--- src/rtl/uart_transmitter_pkg.sv ---
// Shared constants for the UART transmitter: FSM encoding, parity
// selection and TX line levels.
package uart_transmitter_pkg;

  // FSM state encoding
  localparam logic [2:0] ST_IDLE   = 3'd0;
  localparam logic [2:0] ST_START  = 3'd1;
  localparam logic [2:0] ST_DATA   = 3'd2;
  localparam logic [2:0] ST_PARITY = 3'd3;
  localparam logic [2:0] ST_STOP   = 3'd4;

  // parity_type encoding
  localparam logic PARITY_EVEN = 1'b0;
  localparam logic PARITY_ODD  = 1'b1;

  // TX line levels
  localparam logic IDLE_LEVEL = 1'b1;
  localparam logic START_BIT  = 1'b0;
  localparam logic STOP_BIT   = 1'b1;

  // Parity bit for a byte-sized or smaller word is built at the top
  // level with a reduction XOR; this helper folds in the odd/even select.
  function automatic logic parity_bit(input logic xor_red, input logic ptype);
    return xor_red ^ (ptype == PARITY_ODD);
  endfunction

endpackage

--- src/rtl/uart_transmitter_serializer.sv ---
// Data-bit shifter: holds the word being sent (LSB first) and counts the
// data bits so the FSM knows when the last one is on the line.
module uart_tx_serializer
  import uart_transmitter_pkg::*;
#(
  parameter int DATA_WIDTH = 8
) (
  input  logic                  clk,
  input  logic                  reset,
  input  logic                  i_load,
  input  logic [DATA_WIDTH-1:0] i_data,
  input  logic                  i_shift_en,
  input  logic                  i_count_en,
  output logic                  o_bit,
  output logic                  o_done
);

  localparam int CNT_W = (DATA_WIDTH > 1) ? $clog2(DATA_WIDTH) : 1;
  localparam logic [CNT_W-1:0] LAST = CNT_W'(DATA_WIDTH - 1);

  logic [DATA_WIDTH-1:0] r_shift;
  logic [CNT_W-1:0]      r_cnt;

  // Shift register: load on accept, then move the next bit into [0]
  // every time the FSM consumes one.
  always_ff @(posedge clk) begin
    if (reset)           r_shift <= '0;
    else if (i_load)     r_shift <= i_data;
    else if (i_shift_en) r_shift <= r_shift >> 1;
  end

  // Bit counter: runs only while in DATA, parks at LAST, cleared otherwise.
  always_ff @(posedge clk) begin
    if (reset || i_load || !i_count_en) r_cnt <= '0;
    else if (r_cnt != LAST)             r_cnt <= r_cnt + 1'b1;
  end

  assign o_bit  = r_shift[0];
  assign o_done = i_count_en && (r_cnt == LAST);

endmodule

--- src/rtl/uart_transmitter.sv ---
// UART TX framer: start bit, DATA_WIDTH data bits LSB first, optional
// parity, stop bit. One clk = one bit period. Back-to-back frames are
// accepted in STOP so the line has no idle gap between them.
module uart_transmitter
  import uart_transmitter_pkg::*;
#(
  parameter int DATA_WIDTH = 8
) (
  input  logic                  clk,
  input  logic                  reset,
  input  logic                  parallel_data_valid,
  input  logic [DATA_WIDTH-1:0] parallel_data,
  input  logic                  parity_enable,
  input  logic                  parity_type,
  output logic                  serial_data_out,
  output logic                  busy
);

  logic [2:0] r_state;
  logic       r_out;
  logic       r_busy;
  logic       r_par_en;
  logic       r_par_bit;

  logic w_accept;
  logic w_shift_en;
  logic w_count_en;
  logic w_ser_bit;
  logic w_done;

  assign w_accept   = parallel_data_valid && (r_state == ST_IDLE || r_state == ST_STOP);
  // bit 0 leaves the shifter on the START edge, later bits on DATA edges
  assign w_shift_en = (r_state == ST_START) || (r_state == ST_DATA && !w_done);
  assign w_count_en = (r_state == ST_DATA);

  uart_tx_serializer #(.DATA_WIDTH(DATA_WIDTH)) u_ser (
    .clk        (clk),
    .reset      (reset),
    .i_load     (w_accept),
    .i_data     (parallel_data),
    .i_shift_en (w_shift_en),
    .i_count_en (w_count_en),
    .o_bit      (w_ser_bit),
    .o_done     (w_done)
  );

  // Frame options are captured at accept so mid-frame input changes are inert.
  always_ff @(posedge clk) begin
    if (reset) begin
      r_par_en  <= 1'b0;
      r_par_bit <= 1'b0;
    end else if (w_accept) begin
      r_par_en  <= parity_enable;
      r_par_bit <= parity_bit(^parallel_data, parity_type);
    end
  end

  // Frame FSM with registered line and busy outputs.
  always_ff @(posedge clk) begin
    if (reset) begin
      r_state <= ST_IDLE;
      r_out   <= IDLE_LEVEL;
      r_busy  <= 1'b0;
    end else begin
      case (r_state)
        ST_IDLE, ST_STOP: begin
          if (w_accept) begin
            r_state <= ST_START;
            r_out   <= START_BIT;
            r_busy  <= 1'b1;
          end else begin
            r_state <= ST_IDLE;
            r_out   <= IDLE_LEVEL;
            r_busy  <= 1'b0;
          end
        end
        ST_START: begin
          r_state <= ST_DATA;
          r_out   <= w_ser_bit;
        end
        ST_DATA: begin
          if (!w_done) begin
            r_out <= w_ser_bit;
          end else if (r_par_en) begin
            r_state <= ST_PARITY;
            r_out   <= r_par_bit;
          end else begin
            r_state <= ST_STOP;
            r_out   <= STOP_BIT;
          end
        end
        ST_PARITY: begin
          r_state <= ST_STOP;
          r_out   <= STOP_BIT;
        end
        default: begin
          r_state <= ST_IDLE;
          r_out   <= IDLE_LEVEL;
          r_busy  <= 1'b0;
        end
      endcase
    end
  end

  assign serial_data_out = r_out;
  assign busy            = r_busy;

endmodule

--- config.mk ---
export PLATFORM = sky130hd
export DESIGN_NAME = uart_transmitter
export DESIGN_NICKNAME = d
export VERILOG_FILES = /design/src/rtl/uart_transmitter_pkg.sv /design/src/rtl/uart_transmitter_serializer.sv /design/src/rtl/uart_transmitter.sv
export SDC_FILE = /design/constraint.sdc
export NUM_CORES = 1
export LEC_CHECK = 0
export ABC_AREA = 1
export BUFFER_PORTS_ARGS = -buffer_cell sky130_fd_sc_hd__buf_2
export CORE_UTILIZATION = 35
export DETAILED_ROUTE_END_ITERATION = 6
export PLACE_DENSITY_LB_ADDON = 0.05
export SLEW_MARGIN = 30
export SYNTH_ARGS = -nofsm -noshare
export SYNTH_HDL_FRONTEND = slang
export SYNTH_HIERARCHICAL = 1
export SYNTH_SLANG_ARGS = --single-unit
--- constraint.sdc ---
create_clock -name clk -period 4.8 [get_ports clk]
set_input_delay 0.24 -clock clk [delete_from_list [all_inputs] [get_ports clk]]
set_output_delay 0.24 -clock clk [all_outputs]
set_load 0.02 [all_outputs]
; ---- After elaboration in Yosys (flattened, before gate mapping)
; Index checks and enable logic that the tools add are counted.
[op_classes]
n_addsub = 1
eq_ne = 7
muxes = 12
bitwise_logic = 1
reduce_logical = 14
[op_table]
columns = cell, count
row1 = $mux 8, 2
row2 = $pmux 3 s4, 1
row3 = $reduce_xor 8->1, 1
row4 = $eq 3x2->1 const B, 2
row5 = $eq 3x3->1 const B, 2
row6 = $mux 3, 2
row7 = $mux 1, 5
row8 = $logic_or 1x1->1, 4
row9 = $add 3x1->3 const B, 1
row10 = $eq 3x1->1 const B, 1
row11 = $logic_and 1x1->1, 3
row12 = $logic_not 3->1, 1
row13 = $ne 3x3->1 const B, 1
row14 = $pmux 1 s3, 1
row15 = $reduce_or 3->1, 1
row16 = $logic_not 1->1, 2
row17 = $ne 2x2->1 const B, 1
row18 = $pmux 1 s2, 1
row19 = $reduce_bool 2->1, 1
row20 = $reduce_or 2->1, 1
row21 = $xor 1x1->1, 1
[totals]
ff_bits = 18
inputBits = 13
output_inout_bits = 2
word_cells = 42

; ---- Depth between registers and ports, before layout
; Gate-level depths: netlist of the first run.
[logic_depth]
ltp_word = 7
depth_mapped = 14
mapped_depth_nobuf = 13

; ---- Cells and area by module
; Netlist of the first run, hierarchy kept.
[by_module_without_submodules]
columns = mod, instances, cells_per_inst, area_per_inst_um2, seq_area_each_um2
row1 = uart_tx_serializer, 1, 80, 550.5, 220.2
row2 = uart_transmitter, 1, 76, 483.0, 140.1

; ---- Worst setup path before layout of the first run
; Ideal clock, no wire load.
[synth_path]
path_type = reg2reg
start = register u_ser.r_cnt[0]
end = register u_ser.r_shift[0]
setup_time_ns = 0.109
arrival_time_ns = 1.398
required_time_ns = 4.691
slack_ns = 3.293
stages_incl_launch_ff = 14
n_path_buf = 1
synth_period_minus_slack_ns = 1.507
cell_sequence = dfxtp_1 -> ha_1 -> ha_1 -> nand2_1 -> inv_1 -> inv_1 -> nand2_2 -> nand2_2 -> buf_4 -> nor2_8 -> nand2_1 -> nand3_1 -> nand2_1 -> inv_1
[synth_between]
elab_chain_cells = 6
[synth_lines]
columns = element, line
row1 = from (decl), uart_transmitter_serializer.sv:22  ; logic [CNT_W-1:0] r_cnt;
row2 = from (signal assigned), uart_transmitter_serializer.sv:35  ; else if (r_cnt != LAST) r_cnt <= r_cnt + 1'b1;
row3 = $eq 3x3->1, uart_transmitter_serializer.sv:39  ; assign o_done = i_count_en && (r_cnt == LAST);
row4 = $logic_and 1x1->1, uart_transmitter_serializer.sv:39
row5 = via w_done, uart_transmitter.sv:29  ; logic w_done;
row6 = $logic_not 1->1, -
row7 = $logic_and 1x1->1, uart_transmitter.sv:33  ; assign w_shift_en = (r_state == ST_START) || (r_state == ST_DATA && !w_done);
row8 = $logic_or 1x1->1, uart_transmitter.sv:33
row9 = via w_shift_en, uart_transmitter.sv:26  ; logic w_shift_en;
row10 = $reduce_bool 2->1 (no line), -
row11 = to (signal assigned), uart_transmitter_serializer.sv:28  ; else if (i_load) r_shift <= i_data;
row12 = to (signal assigned), uart_transmitter_serializer.sv:29  ; else if (i_shift_en) r_shift <= r_shift >> 1;
row13 = to (decl), uart_transmitter_serializer.sv:21  ; logic [DATA_WIDTH-1:0] r_shift;
; The timed path passes the listed nets, and every way through them passes these cells.
; A chain may end at the register's enable or synchronous reset.

; ---- Worst setup path in the final report of the first run
[layout_path]
start = register u_ser.r_cnt[0]
end = register u_ser.r_shift[1]
; The elaborated chain is that of the path after synthesis.

==> impl_metrics.py, run 1 <==
metrics = {
    "outcome": {
        "status": "completed",
    },
    "global_routing": {
        "grt_start_max_net_pins": 15,
        "grt_pass1_wl_um": 3615,
        "grt_pass1_vias": 876,
        "antenna_found_initial": 0,
        "grt_use_total_pct": 14.29,
        "grt_overflow": 0,
    },
    "synthesis": {
        "yosys.area.top_type": "dfxtp_1",
        "synth-main-ff-cell": "dfxtp_1",
        "yosysWarnings": 6,
        "async_reset_ff_share_pct": 0,
        "ys_ff_latch": 18,
        "netlist_instances": 156,
        "synth_top_area_share_pct": 34.87,
        "synth.cell_area_um2": 1033,
        "ys_seq_area_share_pct": 34.87,
        "synth.distinct_cells": 22,
        "synth_area_leaders": "dfxtp_1, nand2_1, inv_1",
        "synth_common_cells": "nand2_1, inv_1, dfxtp_1",
        "yosysMostFrequentCell": "nand2_1",
        "syn_area_per_cell_um2": 6.625,
        "synth_edf_count": 0,
        "syn-num-nets": 171,
    },
    "clock_tree": {
        "cts_tree": "done",
        "cts.sinks": 18,
        "ctsHoldBuffers": 0,
        "cts_made_buffers": 3,
        "post_cts_resized": 0,
        "cts.path.max_buffers": 2,
        "clkTransAtPathRegs_ns": 0.11,
        "htreeDepth": 1,
        "post_cts.repair.setup_buffers": 0,
        "clock_latency_ns": 0.29,
        "cts_root_buf": "clkbuf_4",
    },
    "timing": {
        "hold_violations": 0,
        "setup_viol": 0,
        "hold_slack_ns": 0.1786,
        "finalMaxSlewViolations": 0,
        "period_needed_ns": 1.652,
        "fin_crit_sh_pct": 34.42,
        "clock_skew_ns": 0.004401,
        "relSlewSlack_pct": 79.57,
        "max_freq_mhz": 605.2,
        "rsz0062_at_grt": "no",
        "worst_slew_pin_slew_ns": 0.3060,
        "fin_setup_tns_ns": 0,
    },
    "die": {
        "coreArea_um2": 2781,
        "dieArea_um2": 3174,
        "die_h_um": 56.34,
        "ioPinCount": 15,
        "num_rows": 19,
        "initial_core_util_pct": 37.16,
        "die_w_um": 56.34,
    },
    "routing": {
        "ant_nets": 0,
        "drtIter0Drc": 15,
        "routedWlPerCell_um": 9.833,
        "drc": 0,
        "detail_route.wirelength_um": 1996,
        "vias": 931,
        "dr.pass1.iters": 4,
        "via_per_inst": 4.586,
    },
    "cells_and_area": {
        "syn_to_final_growth_pct": 12.23,
        "drive_gt1_share_pct": 20.35,
        "fin_cells": 203,
        "fin_nets": 188,
        "diodes": 0,
        "nFillCells": 310,
    },
    "setup_path": {
        "critPathKind": "reg -> reg",
        "reg2regPathDepth": 12,
        "timing.rr.start": "u_ser/r_cnt[0]",
        "reg2reg_setup_slack_ns": 3.15,
        "start_kind": "register",
        "cp_max_fo": 9,
        "reg2reg_to": "u_ser/r_shift[1]",
        "cp.arrival_ns": 1.86,
        "endpoint_kind": "register",
        "crit_required_ns": 5.00,
    },
    "placed_design": {
        "port-buffer-count": 14,
        "gp_congestion": 0.7985,
        "post-dp-hpwl_um": 1528,
        "dp.cells": 199,
    },
    "hold_path": {
        "hold_path_startpoint": "parity_enable",
        "hold_end": "r_par_en",
        "hold_depth": 3,
        "holdCritPathClass": "in -> reg",
    },
    "job": {
        "max-cap-violations": 0,
    },
    "power_and_ir_drop": {
        "p_per_area_nw_per_um2": 312.7,
        "leakage_nw": 0.6266,
        "ir_drop_mv": 0.1343,
    },
}
[registers in the layout (all words and copies together) (netlist names)]
register         cells
busy                 1
r_par_bit            1
r_par_en             1
r_state              3
serial_data_out      1
u_ser/r_cnt          3
u_ser/r_shift        8
[worst max-delay path, stage by stage, from the launching register on]
cell	delay, ns
dfxtp_1	0.34
ha_1	0.20
ha_1	0.24
nand2_1	0.08
inv_1	0.03
inv_1	0.08
nand2_2	0.07
nand2_2	0.22
nor2_8	0.07
nand2_1	0.07
nand3_1	0.07
nand2_1	0.06
inv_1	0.04
[stage by stage]
stage | setup WS [ns] | cell area (µm²) | utilization (%) | power, mW
6_report | 3.148 | 1160 | 41.70 | 0.3627
5_1_grt | 2.974 | 1160 | 41.70 | 0.3902
4_1_cts | 3.149 | 1160 | 41.70 | 0.3670
3_5_place_dp | 3.168 | 1124 | 40.40 | 0.2712
3_3_place_gp | 3.226 | 1124 | 40.40 | 0.2695
2_1_floorplan | 3.293 | 1033 | - | 0.2498
[kinds of logic (layout without fill, tap and decap cells)]
family	count (synthesis)	after routing	synth area share, %
adder cells (fa/ha/maj)	2	2	2.421
AND/OR/NAND/NOR	85	85	37.17
flip-flops	18	18	34.87
AO/OA/AOI/OAI	17	17	11.14
buffers and inverters	32	48	12.71
XOR/XNOR	2	2	1.695
[placed cells by master (no fill, tap or decap), drive strengths merged]
master / netlist / layout
o311ai: 1 / 1
dfxtp: 18 / 18
xnor2: 1 / 1
nand3: 10 / 10
a211oi: 1 / 1
nor2: 7 / 7
a21oi: 13 / 13
buf: 2 / 14
a2111oi: 1 / 1
a31oi: 1 / 1
inv: 30 / 30
nand3b: 1 / 1
xor2: 1 / 1
clkbuf: 0 / 4
nand2: 67 / 67
ha: 2 / 2
[where the power goes]
part           switching (mW)  leakage (nW)  internal, mW
clock                  0.0505        0.0210        0.0462
combinational          0.0600         0.458        0.0329
sequential            0.00887         0.148         0.164
total                   0.119         0.627         0.243
[cell type report]
type / instances / area [µm²] / share of cell area, %
clock buffers: 4 / 36.28 / 3.128
inverters: 30 / 112.6 / 9.709
multi-input cells: 106 / 541.8 / 46.71
flip-flops and latches: 18 / 360.3 / 31.07
well taps: 31 / 38.79 / 3.344
repair buffers: 14 / 70.07 / 6.041
[worst max path at each step]
stage | from | to | cells past startpoint
floorplan | u_ser/r_cnt[0] | u_ser/r_shift[0] | 13
global placement | u_ser/r_cnt[0] | u_ser/r_shift[0] | 12
detailed placement | u_ser/r_cnt[0] | u_ser/r_shift[1] | 12
CTS | u_ser/r_cnt[0] | u_ser/r_shift[6] | 11
global route | u_ser/r_cnt[0] | u_ser/r_shift[6] | 11
finish | u_ser/r_cnt[0] | u_ser/r_shift[1] | 12
[metal layers]
layer / GRT usage, % / vias up / share of wire, %
li1: - / 509 / -
met1: 19.17 / 404 / 51
met2: 22.62 / 16 / 44
met3: 2.304 / 2 / 4.0
met4: 6.272 / 0 / 0.65
met5: 0 / - / 0
(Power assumes the default switching activity.)
==> run 2: changes to the inputs <==
--- a/config.mk
+++ b/config.mk
@@ -5,7 +5,7 @@
 export SDC_FILE = /design/constraint.sdc
 export NUM_CORES = 1
 export LEC_CHECK = 0
-export ABC_AREA = 1
+export ABC_AREA = 0
 export BUFFER_PORTS_ARGS = -buffer_cell sky130_fd_sc_hd__buf_2
 export CORE_UTILIZATION = 35
 export DETAILED_ROUTE_END_ITERATION = 6
==> constraint.sdc (replaced) <==
create_clock -name clk -period 1.5 [get_ports clk]
set_input_delay 0.075 -clock clk [delete_from_list [all_inputs] [get_ports clk]]
set_output_delay 0.075 -clock clk [all_outputs]
set_load 0.02 [all_outputs]
==> run 2 against run 1 <==
Compared with the run above:
- sequential power rose to 3.2 times the previous value
- combinational power rose to 4.2 times the previous value
- the flow now finishes with violations (setup timing)
- critical path type unchanged
- critical path depth fell by 4
- cell count fell by 26%
==> impl_metrics.py, run 2 <==
metrics = {
    "die": {
        "initial_core_util_pct": 38.45,
        "die_h_um": 55.11,
        "coreArea_um2": 2567,
        "ioPinCount": 15,
        "die_w_um": 55.11,
        "dieArea_um2": 3037,
        "num_rows": 18,
    },
    "clock_tree": {
        "ctsHoldBuffers": 0,
        "cts_root_buf": "clkbuf_4",
        "cts_tree": "done",
        "cts.path.max_buffers": 2,
        "htreeDepth": 1,
        "clock_latency_ns": 0.29,
        "clkTransAtPathRegs_ns": 0.10,
        "cts.sinks": 18,
        "cts_made_buffers": 3,
    },
    "setup_path": {
        "start_kind": "register",
        "endpoint_kind": "register",
        "critPathKind": "reg -> reg",
        "cp_max_fo": 4,
        "crit_required_ns": 1.67,
        "cp.arrival_ns": 2.02,
        "reg2reg_setup_slack_ns": -0.36,
    },
    "global_routing": {
        "antenna_found_initial": 0,
        "grt_overflow": 0,
        "grt_pass1_vias": 722,
        "grt_pass1_wl_um": 3153,
        "grt_use_total_pct": 14.98,
        "grt_start_max_net_pins": 18,
    },
    "cells_and_area": {
        "fin_nets": 138,
        "top_regs": "u_ser/r_shift x8, r_state x3, u_ser/r_cnt x3",
        "largest_reg_flops": 8,
        "drive_gt1_share_pct": 46.28,
        "diodes": 0,
        "layout_common_cells": "dfxtp_1, buf_2, buf_4",
        "nFillCells": 249,
        "largest_register": "u_ser/r_shift",
        "syn_to_final_growth_pct": 27.63,
        "final-seq-area_um2": 365.4,
        "multi_input_area_um2": 599.3,
    },
    "routing": {
        "ant_nets": 0,
        "dr.pass1.iters": 4,
        "via_per_inst": 4.868,
        "drtIter0Drc": 3,
        "vias": 735,
        "drc": 0,
        "routedWlPerCell_um": 12.72,
        "detail_route.wirelength_um": 1920,
    },
    "synthesis": {
        "netlist_instances": 95,
        "yosys.area.top_type": "dfxtp_1",
        "synth_top_family_by_area": "simple AND/OR/NAND/NOR gates",
        "ys_ff_latch": 18,
        "synth_edf_count": 0,
        "synth-xor-area-share_pct": 8.365,
        "synth_adder_area_share_pct": 2.535,
        "synth.area.mux_share_pct": 11.15,
        "synth.cell_area_um2": 987.2,
        "yosysMostFrequentCell": "dfxtp_1",
        "yosysWarnings": 6,
        "async_reset_ff_share_pct": 0,
        "synth_common_cells": "dfxtp_1, mux2i_1, a211oi_1",
        "syn-num-nets": 110,
        "synthSimpleGateAreaFrac_pct": 18.12,
        "ys_seq_area_share_pct": 36.50,
        "synth-main-ff-cell": "dfxtp_1",
        "syn_area_per_cell_um2": 10.39,
        "synth_area_leaders": "dfxtp_1, mux2i_1, nor2b_2",
        "synth_compound_area_share_pct": 15.84,
        "synth.distinct_cells": 32,
        "synth_top_area_share_pct": 36.50,
    },
    "placed_design": {
        "gp_congestion": 0.7115,
        "port-buffer-count": 14,
        "post-dp-hpwl_um": 1500,
    },
    "power_and_ir_drop": {
        "p_per_area_nw_per_um2": 938.3,
        "ir_drop_mv": 0.6369,
        "power.switching_mw": 0.3375,
        "power_frac_seq_pct": 46.8,
        "internal_power_mw": 0.8447,
        "pwr-share-clk_pct": 19.9,
        "sw_frac_of_total_pct": 28.55,
        "combPwrFrac_pct": 33.3,
        "leakage_nw": 0.5099,
        "p_total_mw": 1.182,
    },
    "timing": {
        "worst_slew_pin_slew_ns": 0.3616,
        "max_freq_mhz": 538.2,
        "clock_skew_ns": 0.002464,
        "hold_slack_ns": 0.01985,
        "setup_viol": 10,
        "rsz0062_at_grt": "yes",
        "period_needed_ns": 1.858,
        "fin_ws_ns": -0.3581,
        "finalMaxSlewViolations": 0,
        "hold_violations": 0,
        "fin_crit_sh_pct": 123.9,
        "relSlewSlack_pct": 75.90,
    },
    "job": {
        "max-cap-violations": 0,
    },
    "hold_path": {
        "holdCritPathClass": "in -> reg",
    },
    "outcome": {
        "status": "finished with violations",
        "failed_checks": "setup timing",
    },
}
==> run 2: changes by cell type after synthesis, moves of 3 or more <==
cell and delta:
nand2_1 -56, a211oi_1 +8, nor2b_2 +7, mux2i_1 +11, nand2_2 -7, a21oi_1 -10, inv_1 -24, nand3_1 -9
buf_6 +3
==> run 2: cell type report <==
type,count,share of cell area [%]
multi-input combinational,66,47.57
sequential,18,29.00
timing repair buffer,29,17.18
tap,30,2.979
clock buffer,3,1.787
inverter,5,1.490
==> run 2: final timing paths <==
| path | start | to | cells after the start |
|---|---|---|---|
| max | u_ser/r_cnt[1] | u_ser/r_shift[2] | 8 |
| min | parity_enable | r_par_en | 3 |
| max reg2reg | u_ser/r_cnt[1] | u_ser/r_shift[2] | 8 |
| min reg2reg | u_ser/r_shift[0] | serial_data_out | 1 |
==> run 2: what timing repair did <==
action	CTS	global route
pin swaps	2	5
setup buffers	1	0
resized for setup	0	4
endpoints found under the setup margin	10	11
endpoints found under the hold margin	0	0
gates cloned	0	1
==> run 2: logic make-up after synthesis <==
logic type,after synthesis
simple gates,26
compound gates,20
flops,18
buf+inv,11
mux,11
xor+xnor,7
fa+ha+maj,2
==> run 2: worst max-delay path, cell delays in order, from the launching register on <==
cell,delay (ns)
dfxtp_2,0.35
ha_4,0.16
ha_4,0.15
and2_4,0.13
or3_4,0.33
a21oi_4,0.19
clkbuf_16,0.17
mux2i_1,0.17
a211oi_1,0.09
==> run 2: power groups by stage <==
stage	Combinational, mW	Sequential, mW	Clock [mW]
2_1_floorplan	0.250	0.567	0
3_3_place_gp	0.350	0.566	0
3_5_place_dp	0.352	0.565	0
4_1_cts	0.361	0.554	0.251
5_1_grt	0.427	0.560	0.269
6_report	0.393	0.554	0.235
==> run 2: routing by layer <==
layer,up-vias,track usage (%),share of wire (%)
li1,391,-,-
met1,332,19.37,52
met2,10,23.90,43
met3,2,5.738,3.6
met4,0,2.500,0.78
met5,-,0,0
==> run 2: metrics by stage <==
stage                     setup TNS (ns)  std cells  area (µm²)  utilization, %  setup WS (ns)
after floorplan                   -2.064         95        1025               -        -0.2714
after global placement            -2.280        146        1187           46.25        -0.3073
after detailed placement          -2.476        146        1187           46.25        -0.3249
after CTS                         -2.738        150        1217           47.42        -0.3355
after global routing              -3.467        151        1260           49.07        -0.4347
final                             -2.914        151        1260           49.07        -0.3581
==> run 3: changes to the inputs <==
--- a/config.mk
+++ b/config.mk
@@ -6,9 +6,9 @@
 export NUM_CORES = 1
 export LEC_CHECK = 0
 export ABC_AREA = 0
-export BUFFER_PORTS_ARGS = -buffer_cell sky130_fd_sc_hd__buf_2
 export CORE_UTILIZATION = 35
 export DETAILED_ROUTE_END_ITERATION = 6
+export DONT_BUFFER_PORTS = 1
 export PLACE_DENSITY_LB_ADDON = 0.05
 export SLEW_MARGIN = 30
 export SYNTH_ARGS = -nofsm -noshare
==> run 3 against run 2 <==
Compared with the run above:
- the flow finishes with violations (hold timing, setup timing)
- sequential share of layout area grew 2.1 points
- first-iteration DRC count grew to 2.7 times the previous value
- flip-flop and latch count is the same
- register-to-register slack is essentially flat
- setup slack lost 0.0074 ns
- power is essentially flat
- via count shrank 6.1%
- worst hold slack lost 0.20 ns
- critical path depth is the same
- largest power group unchanged
==> impl_metrics.py, run 3 (synthesis gave the netlist of run 2 again) <==
metrics = {
    "die": {
        "num_rows": 18,
        "die_h_um": 55.11,
        "ioPinCount": 15,
        "coreArea_um2": 2567,
        "dieArea_um2": 3037,
        "initial_core_util_pct": 38.45,
        "die_w_um": 55.11,
    },
    "clock_tree": {
        "htreeDepth": 1,
        "cts.path.max_buffers": 2,
        "cts.sinks": 18,
        "cts_tree": "done",
        "clkTransAtPathRegs_ns": 0.10,
        "clock_latency_ns": 0.29,
        "cts_root_buf": "clkbuf_4",
        "cts_made_buffers": 3,
    },
    "power_and_ir_drop": {
        "combPwrFrac_pct": 26.6,
        "p_per_area_nw_per_um2": 1008,
        "power.switching_mw": 0.3279,
        "leakage_nw": 0.4412,
        "ir_drop_mv": 0.5966,
        "p_total_mw": 1.183,
        "internal_power_mw": 0.8550,
        "power_frac_seq_pct": 48.0,
        "sw_frac_of_total_pct": 27.72,
        "pwr-share-clk_pct": 25.4,
    },
    "routing": {
        "vias": 690,
        "via_per_inst": 5.111,
        "detail_route.wirelength_um": 1834,
        "ant_nets": 0,
        "drc": 0,
        "routedWlPerCell_um": 13.59,
        "dr.pass1.iters": 4,
        "drtIter0Drc": 8,
    },
    "job": {
        "max-cap-violations": 0,
    },
    "setup_path": {
        "start_kind": "register",
        "critPathLaunch": "u_ser/r_cnt[1]",
        "reg2reg_setup_slack_ns": -0.37,
        "endpoint_kind": "register",
        "timing.rr.start": "u_ser/r_cnt[1]",
        "cp.arrival_ns": 2.05,
        "cp_max_fo": 5,
        "reg2regPathDepth": 8,
        "critPathKind": "reg -> reg",
        "crit_required_ns": 1.69,
    },
    "cells_and_area": {
        "design_area_um2": 1174,
        "syn_to_final_growth_pct": 18.89,
        "fin_cells": 135,
        "largest_register": "u_ser/r_shift",
        "fin_nets": 121,
        "top_regs": "u_ser/r_shift x8, r_state x3, u_ser/r_cnt x3",
        "largest_reg_flops": 8,
        "drive_gt1_share_pct": 42.86,
        "layout_common_cells": "dfxtp_1, buf_4, mux2i_1",
        "diodes": 0,
        "final_common_cell": "dfxtp_1",
    },
    "timing": {
        "rsz0062_at_grt": "yes",
        "relSlewSlack_pct": 84.30,
        "period_needed_ns": 1.865,
        "setup_viol": 9,
        "worst_slew_pin_slew_ns": 0.2352,
        "fin_crit_sh_pct": 124.4,
        "max_freq_mhz": 536.1,
        "hold_violations": 18,
        "clock_skew_ns": 0.001961,
        "fin_ws_ns": -0.3654,
        "finalMaxSlewViolations": 0,
        "hold_slack_ns": -0.1788,
    },
    "global_routing": {
        "antenna_found_initial": 0,
        "grt_use_total_pct": 14.13,
        "grt_start_max_net_pins": 18,
        "grt_pass1_vias": 685,
        "grt_pass1_wl_um": 2884,
        "grt_overflow": 0,
    },
    "placed_design": {
        "pre_cts_ws_ns": -0.3168,
        "place_area_um2": 1097,
        "dp.cells": 131,
        "post-dp-hpwl_um": 1385,
        "gp_congestion": 0.7617,
        "port-buffer-count": 0,
    },
    "outcome": {
        "failed_checks": "hold timing, setup timing",
        "status": "finished with violations",
    },
    "hold_path": {
        "holdCritPathClass": "in -> reg",
        "hold_depth": 1,
        "hold_path_startpoint": "reset",
    },
}
-- run 3: changes by cell type in the layout (fill, tap and decap cells not counted), sizes merged --
cell	delta
buf	-16
-- run 3: power groups by stage --
stage          clock (mW)  sequential, mW  combinational, mW
2_1_floorplan           0           0.567              0.250
3_3_place_gp            0           0.576              0.287
3_5_place_dp            0           0.575              0.288
4_1_cts             0.316           0.564              0.293
5_1_grt             0.335           0.573              0.347
6_report            0.300           0.567              0.315
-- run 3: worst paths after layout --
kind / end
max: u_ser/r_shift[0]
min: r_state[0]
max reg2reg: u_ser/r_shift[0]
min reg2reg: r_state[0]
-- run 3: worst max-delay path, cell delays in order, from the launching register on --
cell and delay [ns]:
dfxtp_2 0.35, ha_4 0.16, ha_4 0.15, and2_4 0.13, or3_4 0.34, a21oi_4 0.17, buf_6 0.14, mux2i_2 0.24
a211oi_2 0.09
-- run 3: area by class of cell --
class,instances,area (µm²)
fill,254,1394
inverter,5,18.77
clock buffer,4,36.28
multi-input combinational,66,621.8
tap,30,37.54
timing repair buffer,12,93.84
sequential,18,365.4
-- run 3: repair_timing --
item | in CTS | in global routing
pin swaps | 5 | 5
endpoints found under the setup margin | 10 | 11
buffers inserted | 0 | 1
resized for setup | 1 | 8
endpoints found under the hold margin | 18 | 18
-- run 3: through the flow --
step	setup TNS, ns	hold slack (ns)	util [%]
after CTS	-2.382	-0.1891	44.30
after global routing	-3.147	-0.2074	45.71
after floorplan	-2.064	0.2189	-
after detailed placement	-2.136	0.1431	42.74
after global placement	-2.109	0.1440	42.74
final	-2.573	-0.1788	45.71
-- run 3: routing by layer --
metal | vias up | track usage, % | wire length, µm
met4 | 0 | 5.000 | 20
met2 | 12 | 23.29 | 842
met3 | 2 | 6.011 | 88
met1 | 322 | 16.23 | 883
met5 | - | 0 | 0
li1 | 354 | - | -
